### config.mk
export PLATFORM = sky130hd
export DESIGN_NAME = uart_rx_sampler_flat
export DESIGN_NICKNAME = d
export VERILOG_FILES = /design/src/rtl/uart_rx_sampler_if.sv /design/src/rtl/uart_rx_sampler.sv /design/src/flat_wrapper.sv
export SDC_FILE = /design/constraint.sdc
export NUM_CORES = 1
export LEC_CHECK = 0
export CAP_MARGIN = 20
export CORE_UTILIZATION = 55
export DETAILED_ROUTE_END_ITERATION = 16
export GPL_TIMING_DRIVEN = 0
export PLACE_DENSITY = 0.83
export SETUP_SLACK_MARGIN = 0.4
export SYNTH_ARGS = -nofsm -noshare
export SYNTH_HDL_FRONTEND = slang
export SYNTH_SLANG_ARGS = --single-unit
### constraint.sdc
create_clock -name clk -period 5.6 [get_ports clk]
set_clock_uncertainty 0.2 [all_clocks]
set_input_delay 1.12 -clock clk [delete_from_list [all_inputs] [get_ports clk]]
set_output_delay 1.12 -clock clk [all_outputs]
set_load 0.02 [all_outputs]
### src/rtl/uart_rx_sampler_if.sv
// uart_rx_sampler_if: serial line input plus received-byte/status outputs
// of the UART receiver.
// master: the side that drives the line and consumes the results.
// slave: the receiver itself.
interface uart_rx_sampler_if;
  logic       rx;
  logic [7:0] rx_data;
  logic       rx_valid;
  logic       rx_frame_err;
  logic       rx_parity_err;
  logic       rx_busy;

  modport master (
    output rx,
    input  rx_data, rx_valid, rx_frame_err, rx_parity_err, rx_busy
  );

  modport slave (
    input  rx,
    output rx_data, rx_valid, rx_frame_err, rx_parity_err, rx_busy
  );
endinterface

### src/rtl/uart_rx_sampler.sv
// uart_rx_sampler: UART 8N1 receiver with mid-bit sampling.
// The start bit is confirmed at its midpoint. Every later bit is sampled
// one full bit time after the previous sample. The frame ends at
// mid-stop-bit, so a back-to-back start bit is caught with half a bit of margin.
// Compile-time option: define UART_RX_PARITY_EN for 8E1 (even parity) framing.
// Legal range: 4 <= CLK_FREQ/BAUD_RATE <= 65535 (the counter is 16 bits).
module uart_rx_sampler #(
  parameter int CLK_FREQ  = 25000000,
  parameter int BAUD_RATE = 115200
) (
  input  logic              clk,
  input  logic              rst_n,
  uart_rx_sampler_if.slave  bus
);
  // Derived timing constants; these are not meant to be overridden.
  localparam int          CYCLE_PER_BAUD = CLK_FREQ / BAUD_RATE;
  localparam int          HALF_BAUD      = CYCLE_PER_BAUD / 2;
  localparam logic [15:0] BIT_LAST       = 16'(CYCLE_PER_BAUD - 1);
  localparam logic [15:0] HALF_LAST      = 16'(HALF_BAUD - 1);

  typedef enum logic [2:0] {IDLE, START, DATA, PARITY, STOP} state_t;

  state_t      state_q;
  logic [15:0] cnt_q;
  logic [2:0]  bit_idx_q;
  logic [7:0]  shift_q;
  logic [7:0]  data_q;
  logic        valid_q;
  logic        frame_err_q;
  logic        busy_q;
  logic [1:0]  sync_q;
  logic        rx_s;
`ifdef UART_RX_PARITY_EN
  logic        parity_err_q;
  logic        par_pend_q;
`endif

  assign rx_s = sync_q[1];

  // Two-flop synchronizer for the asynchronous line; it resets to the idle level.
  always_ff @(posedge clk) begin
    if (!rst_n) sync_q <= 2'b11;
    else        sync_q <= {sync_q[0], bus.rx};
  end

  // Receive FSM. The counter, shift register and strobes are all registered here.
  always_ff @(posedge clk) begin
    if (!rst_n) begin
      state_q     <= IDLE;
      cnt_q       <= '0;
      bit_idx_q   <= '0;
      shift_q     <= '0;
      data_q      <= '0;
      valid_q     <= 1'b0;
      frame_err_q <= 1'b0;
      busy_q      <= 1'b0;
`ifdef UART_RX_PARITY_EN
      parity_err_q <= 1'b0;
      par_pend_q   <= 1'b0;
`endif
    end else begin
      // Strobes default low so that each one lasts a single cycle.
      valid_q     <= 1'b0;
      frame_err_q <= 1'b0;
`ifdef UART_RX_PARITY_EN
      parity_err_q <= 1'b0;
`endif
      case (state_q)
        IDLE: begin
          if (!rx_s) begin
            state_q <= START;
            cnt_q   <= '0;
            busy_q  <= 1'b1;
`ifdef UART_RX_PARITY_EN
            par_pend_q <= 1'b0;
`endif
          end
        end
        START: begin
          if (cnt_q == HALF_LAST) begin
            cnt_q <= '0;
            if (!rx_s) begin
              state_q   <= DATA;
              bit_idx_q <= '0;
            end else begin
              // The line went high again before mid-start: treat it as a glitch.
              state_q <= IDLE;
              busy_q  <= 1'b0;
            end
          end else begin
            cnt_q <= cnt_q + 16'd1;
          end
        end
        DATA: begin
          if (cnt_q == BIT_LAST) begin
            cnt_q              <= '0;
            shift_q[bit_idx_q] <= rx_s;
            bit_idx_q          <= bit_idx_q + 3'd1;
            if (bit_idx_q == 3'd7) begin
`ifdef UART_RX_PARITY_EN
              state_q <= PARITY;
`else
              state_q <= STOP;
`endif
            end
          end else begin
            cnt_q <= cnt_q + 16'd1;
          end
        end
`ifdef UART_RX_PARITY_EN
        PARITY: begin
          if (cnt_q == BIT_LAST) begin
            cnt_q      <= '0;
            state_q    <= STOP;
            // Even parity: the parity bit must equal the XOR of the data bits.
            par_pend_q <= (rx_s != ^shift_q);
          end else begin
            cnt_q <= cnt_q + 16'd1;
          end
        end
`endif
        STOP: begin
          if (cnt_q == BIT_LAST) begin
            cnt_q   <= '0;
            state_q <= IDLE;
            busy_q  <= 1'b0;
            if (!rx_s) begin
              frame_err_q <= 1'b1;
`ifdef UART_RX_PARITY_EN
            end else if (par_pend_q) begin
              parity_err_q <= 1'b1;
`endif
            end else begin
              data_q  <= shift_q;
              valid_q <= 1'b1;
            end
          end else begin
            cnt_q <= cnt_q + 16'd1;
          end
        end
        default: begin
          state_q <= IDLE;
          cnt_q   <= '0;
          busy_q  <= 1'b0;
        end
      endcase
    end
  end

  assign bus.rx_data      = data_q;
  assign bus.rx_valid     = valid_q;
  assign bus.rx_frame_err = frame_err_q;
  assign bus.rx_busy      = busy_q;
`ifdef UART_RX_PARITY_EN
  assign bus.rx_parity_err = parity_err_q;
`else
  assign bus.rx_parity_err = 1'b0;
`endif

endmodule

### src/flat_wrapper.sv
// flat-port wrapper written by rule: the top's interface ports become plain ports
module uart_rx_sampler_flat 
#(
  parameter int CLK_FREQ  = 25000000,
  parameter int BAUD_RATE = 115200
)
  (clk, rst_n, bus_rx, bus_rx_data, bus_rx_valid, bus_rx_frame_err, bus_rx_parity_err, bus_rx_busy);
  uart_rx_sampler_if bus_i ();
  input  logic clk;
  input  logic rst_n;
  input wire logic [$bits(bus_i.rx)-1:0] bus_rx;
  output wire logic [$bits(bus_i.rx_data)-1:0] bus_rx_data;
  output wire logic [$bits(bus_i.rx_valid)-1:0] bus_rx_valid;
  output wire logic [$bits(bus_i.rx_frame_err)-1:0] bus_rx_frame_err;
  output wire logic [$bits(bus_i.rx_parity_err)-1:0] bus_rx_parity_err;
  output wire logic [$bits(bus_i.rx_busy)-1:0] bus_rx_busy;
  assign bus_i.rx = bus_rx;
  assign bus_rx_data = bus_i.rx_data;
  assign bus_rx_valid = bus_i.rx_valid;
  assign bus_rx_frame_err = bus_i.rx_frame_err;
  assign bus_rx_parity_err = bus_i.rx_parity_err;
  assign bus_rx_busy = bus_i.rx_busy;
  uart_rx_sampler #(.CLK_FREQ(CLK_FREQ), .BAUD_RATE(BAUD_RATE)) u_core (.clk(clk), .rst_n(rst_n), .bus(bus_i));
endmodule
==> impl_metrics.py <==
metrics = {
    "worst_setup_path": {
        "start_kind": "input pin",
        "crit_type": "input pin to register",
        "critical_path.top_delay_family": "buffers and inverters",
        "cp_max_fo": 10,
        "crit_buf_inv": 3,
        "crit_path_frequent_cell": "clkbuf_1",
        "critPathMaxStageDelay_ns": 0.51,
        "cp.arrival_ns": 2.83,
        "path_cells": "clkdlybuf4s50_1, clkbuf_1, clkbuf_1, o21ai_0, a21oi_1",
        "critPathCaptureType": "register",
        "crit_required_ns": 5.69,
        "critPathSlowestCell": "clkdlybuf4s50_1",
    },
    "routing": {
        "drt-pass1-iter-count": 4,
        "remaining_drc_errors": 0,
        "viasPerCell": 5.61,
        "wl_mm": 3.92,
        "drt_iter0_drc": 109,
        "drt.antenna.violating_nets": 0,
        "post_drt_wl_per_cell_um": 13.3,
        "vias": 1650,
    },
    "yosys": {
        "async_flop_share_pct": 0,
        "synth-edff-count": 0,
        "syn_area_sq_mm": 0.00201,
        "ys_seq_elements": 43,
        "synth_fp_nets": 236,
        "netlist-cell-type-count": 45,
        "synthTopCellsByArea": "dfxtp_1, nand2_1, xor2_1, nand3_1, nor2_1",
        "synth.most_common_cell": "dfxtp_1",
        "ys.flop_type": "dfxtp_1",
        "synth.yosys.seq_area_share_pct": 42.9,
        "synth_top_area_cell": "dfxtp_1",
        "synthCells": 229,
        "syn_area_per_cell_sq_um": 8.77,
        "synthTopCellsByCount": "dfxtp_1, nand2_1, nor2_1",
        "ys_warn_count": 0,
        "synth_top_cell_area_share_pct": 42.9,
    },
    "pwr": {
        "clkPwrFrac_pct": 28.8,
        "powerDensity_mw_per_mm2": 211,
        "p_int_w": 0.000361,
        "peakVddDrop_uv": 96.4,
        "p_comb_share_pct": 5.6,
        "cellLeakagePower_nw": 0.767,
        "p_seq_share_pct": 65.6,
        "power_switching_share_pct": 23.4,
        "p_sw_w": 0.000110,
        "total_power_w": 0.000471,
    },
    "floorplan": {
        "die_h_um": 62.4,
        "row_count": 21,
        "fp.dieW_um": 62.4,
        "start_util_pct": 58.8,
        "core_sq_mm": 0.00342,
        "ios": 15,
        "die_area_sq_mm": 0.00390,
    },
    "layout": {
        "final_core_util_pct": 65.5,
        "nets": 256,
        "drive_gt1_share_pct": 8.87,
        "syn_to_final_growth_pct": 11.4,
        "final_area_sq_mm": 0.00224,
        "antennaDiodeCount": 0,
    },
    "cts": {
        "holdBufCountCts": 0,
        "cts_setup_buffers": 0,
        "root_buffer": "clkbuf_4",
        "htree_levels": 2,
        "clk-insertion-delay-late_ns": 0.35,
        "clockBufferDepth": 2,
        "cts_sinks": 43,
        "cts_tree": "done",
        "clkSlewWorstSetupHoldPaths_ns": 0.11,
        "cts.repair.resized": 0,
        "numCtsBuffers": 5,
    },
    "timing": {
        "slew_headroom_pct": 50.0,
        "grt_setup_unrepaired": "no",
        "worst_pin_slew_ns": 0.744,
        "tns_ns": 0,
        "slew_violations": 0,
        "holdWs_ns": 0.233,
        "fin_crit_sh_pct": 49.0,
        "min_period_ns": 2.74,
        "finalHoldViolCount": 0,
        "setup_violations": 0,
        "fmax_mhz": 365,
    },
    "grt": {
        "grt_pass1_vias": 1528,
        "globalRouteOverflowTotal": 0,
        "grt_max_degree": 12,
        "grt_pass1_wl_mm": 7.05,
        "antenna_found_initial": 0,
        "grt_usage_pct": 22.9,
    },
    "min_path": {
        "hold_class": "register to register",
    },
    "status": {
        "status": "completed",
    },
    "placed_design": {
        "gp_congestion": 0.842,
        "dpl_cell_area_sq_mm": 0.00220,
        "port_buffers": 13,
        "hpwl_mm": 2.78,
    },
    "flow_run": {
        "cap_violations": 0,
    },
}
-- cells in the final DEF (no fill, tap or decap), types with 3 or more instances in the layout --
master and count:
dfxtp_1 43, nand2_1 32, nor2_1 20, nand3_1 17
a21oi_1 14, clkdlybuf4s50_1 13, xor2_1 10, clkbuf_1 8
nand4_1 7, mux2i_1 7, nand2b_1 5, nor4_1 5
and3_1 5, o21ai_0 5, clkbuf_4 5, ha_1 4
inv_1 3, or3b_2 3, nand4b_1 3, nor3_1 3
nor4b_2 3
-- final timing paths --
check / depth (start not counted) / from / slack (ns) / end
max: 5 / rst_n / 2.86 / u_core.bit_idx_q[0]$_SDFFE_PN0P_
min: 1 / u_core.sync_q[0]$_SDFF_PN1_ / 0.23 / u_core.sync_q[1]$_SDFF_PN1_
max reg2reg: 7 / u_core.cnt_q[0]$_SDFFE_PN0N_ / 3.08 / u_core.cnt_q[15]$_SDFFE_PN0N_
min reg2reg: 1 / u_core.sync_q[0]$_SDFF_PN1_ / 0.23 / u_core.sync_q[1]$_SDFF_PN1_
-- worst reg2reg max path, delay by kind of cell, from the launching register on --
kind	cells	cell delay (ns)
and+or+nand+nor	3	1.25
buffers and inverters	1	0.08
adders and majority gates	1	0.17
AOI/OAI and AO/OA	2	0.37
DFF	1	0.36
-- sequential cells by signal (all words and copies together), names as in the netlist --
register / cells
u_core.bus.rx_valid: 1
u_core.cnt_q: 16
u_core.bus.rx_busy: 1
u_core.bit_idx_q: 3
u_core.shift_q: 8
u_core.sync_q: 2
u_core.state_q: 3
u_core.bus.rx_data: 8
u_core.bus.rx_frame_err: 1
-- power by group through the flow --
| stage | registers [W] | logic [W] | clock network (W) |
|---|---|---|---|
| 5_1_grt | 0.000310 | 0.0000287 | 0.000155 |
| 4_1_cts | 0.000309 | 0.0000262 | 0.000140 |
| 6_report | 0.000309 | 0.0000262 | 0.000136 |
| 3_3_place_gp | 0.000316 | 0.0000258 | 0 |
| 2_1_floorplan | 0.000316 | 0.0000181 | 0 |
| 3_5_place_dp | 0.000316 | 0.0000260 | 0 |
-- through the flow --
step,std cells,setup WS [ns]
finish,294,2.86
CTS,294,2.88
detailed placement,288,2.52
global placement,288,2.52
global route,294,2.74
floorplan,229,3.40
-- area by class of cell --
| type | count | area [sq um] |
|---|---|---|
| clock buffer | 6 | 41.3 |
| inverter | 4 | 15.0 |
| buffer | 12 | 55.1 |
| multi-input combinational | 170 | 1080 |
| fill | 301 | 1180 |
| timing repair buffer | 13 | 130 |
| tap | 46 | 57.6 |
| sequential | 43 | 861 |
-- routing by layer --
layer	routed length, um	share of wire, %	GRT usage, %	vias up
met1	1980	50	30.4	760
li1	-	-	-	853
met3	114	2.9	4.93	9
met2	1760	45	36.4	28
met5	0	0	0	-
met4	71	1.8	8.72	0
-- logic make-up after synthesis --
family,synth area share [%]
AND/OR/NAND/NOR,31.7
other,0.187
multiplexers,3.49
adder cells (fa/ha/maj),2.49
AO/OA/AOI/OAI,11.4
XOR/XNOR,4.36
flip-flops,42.9
buffers and inverters,3.49
No activity file was read; power rests on OpenSTA's default activity.
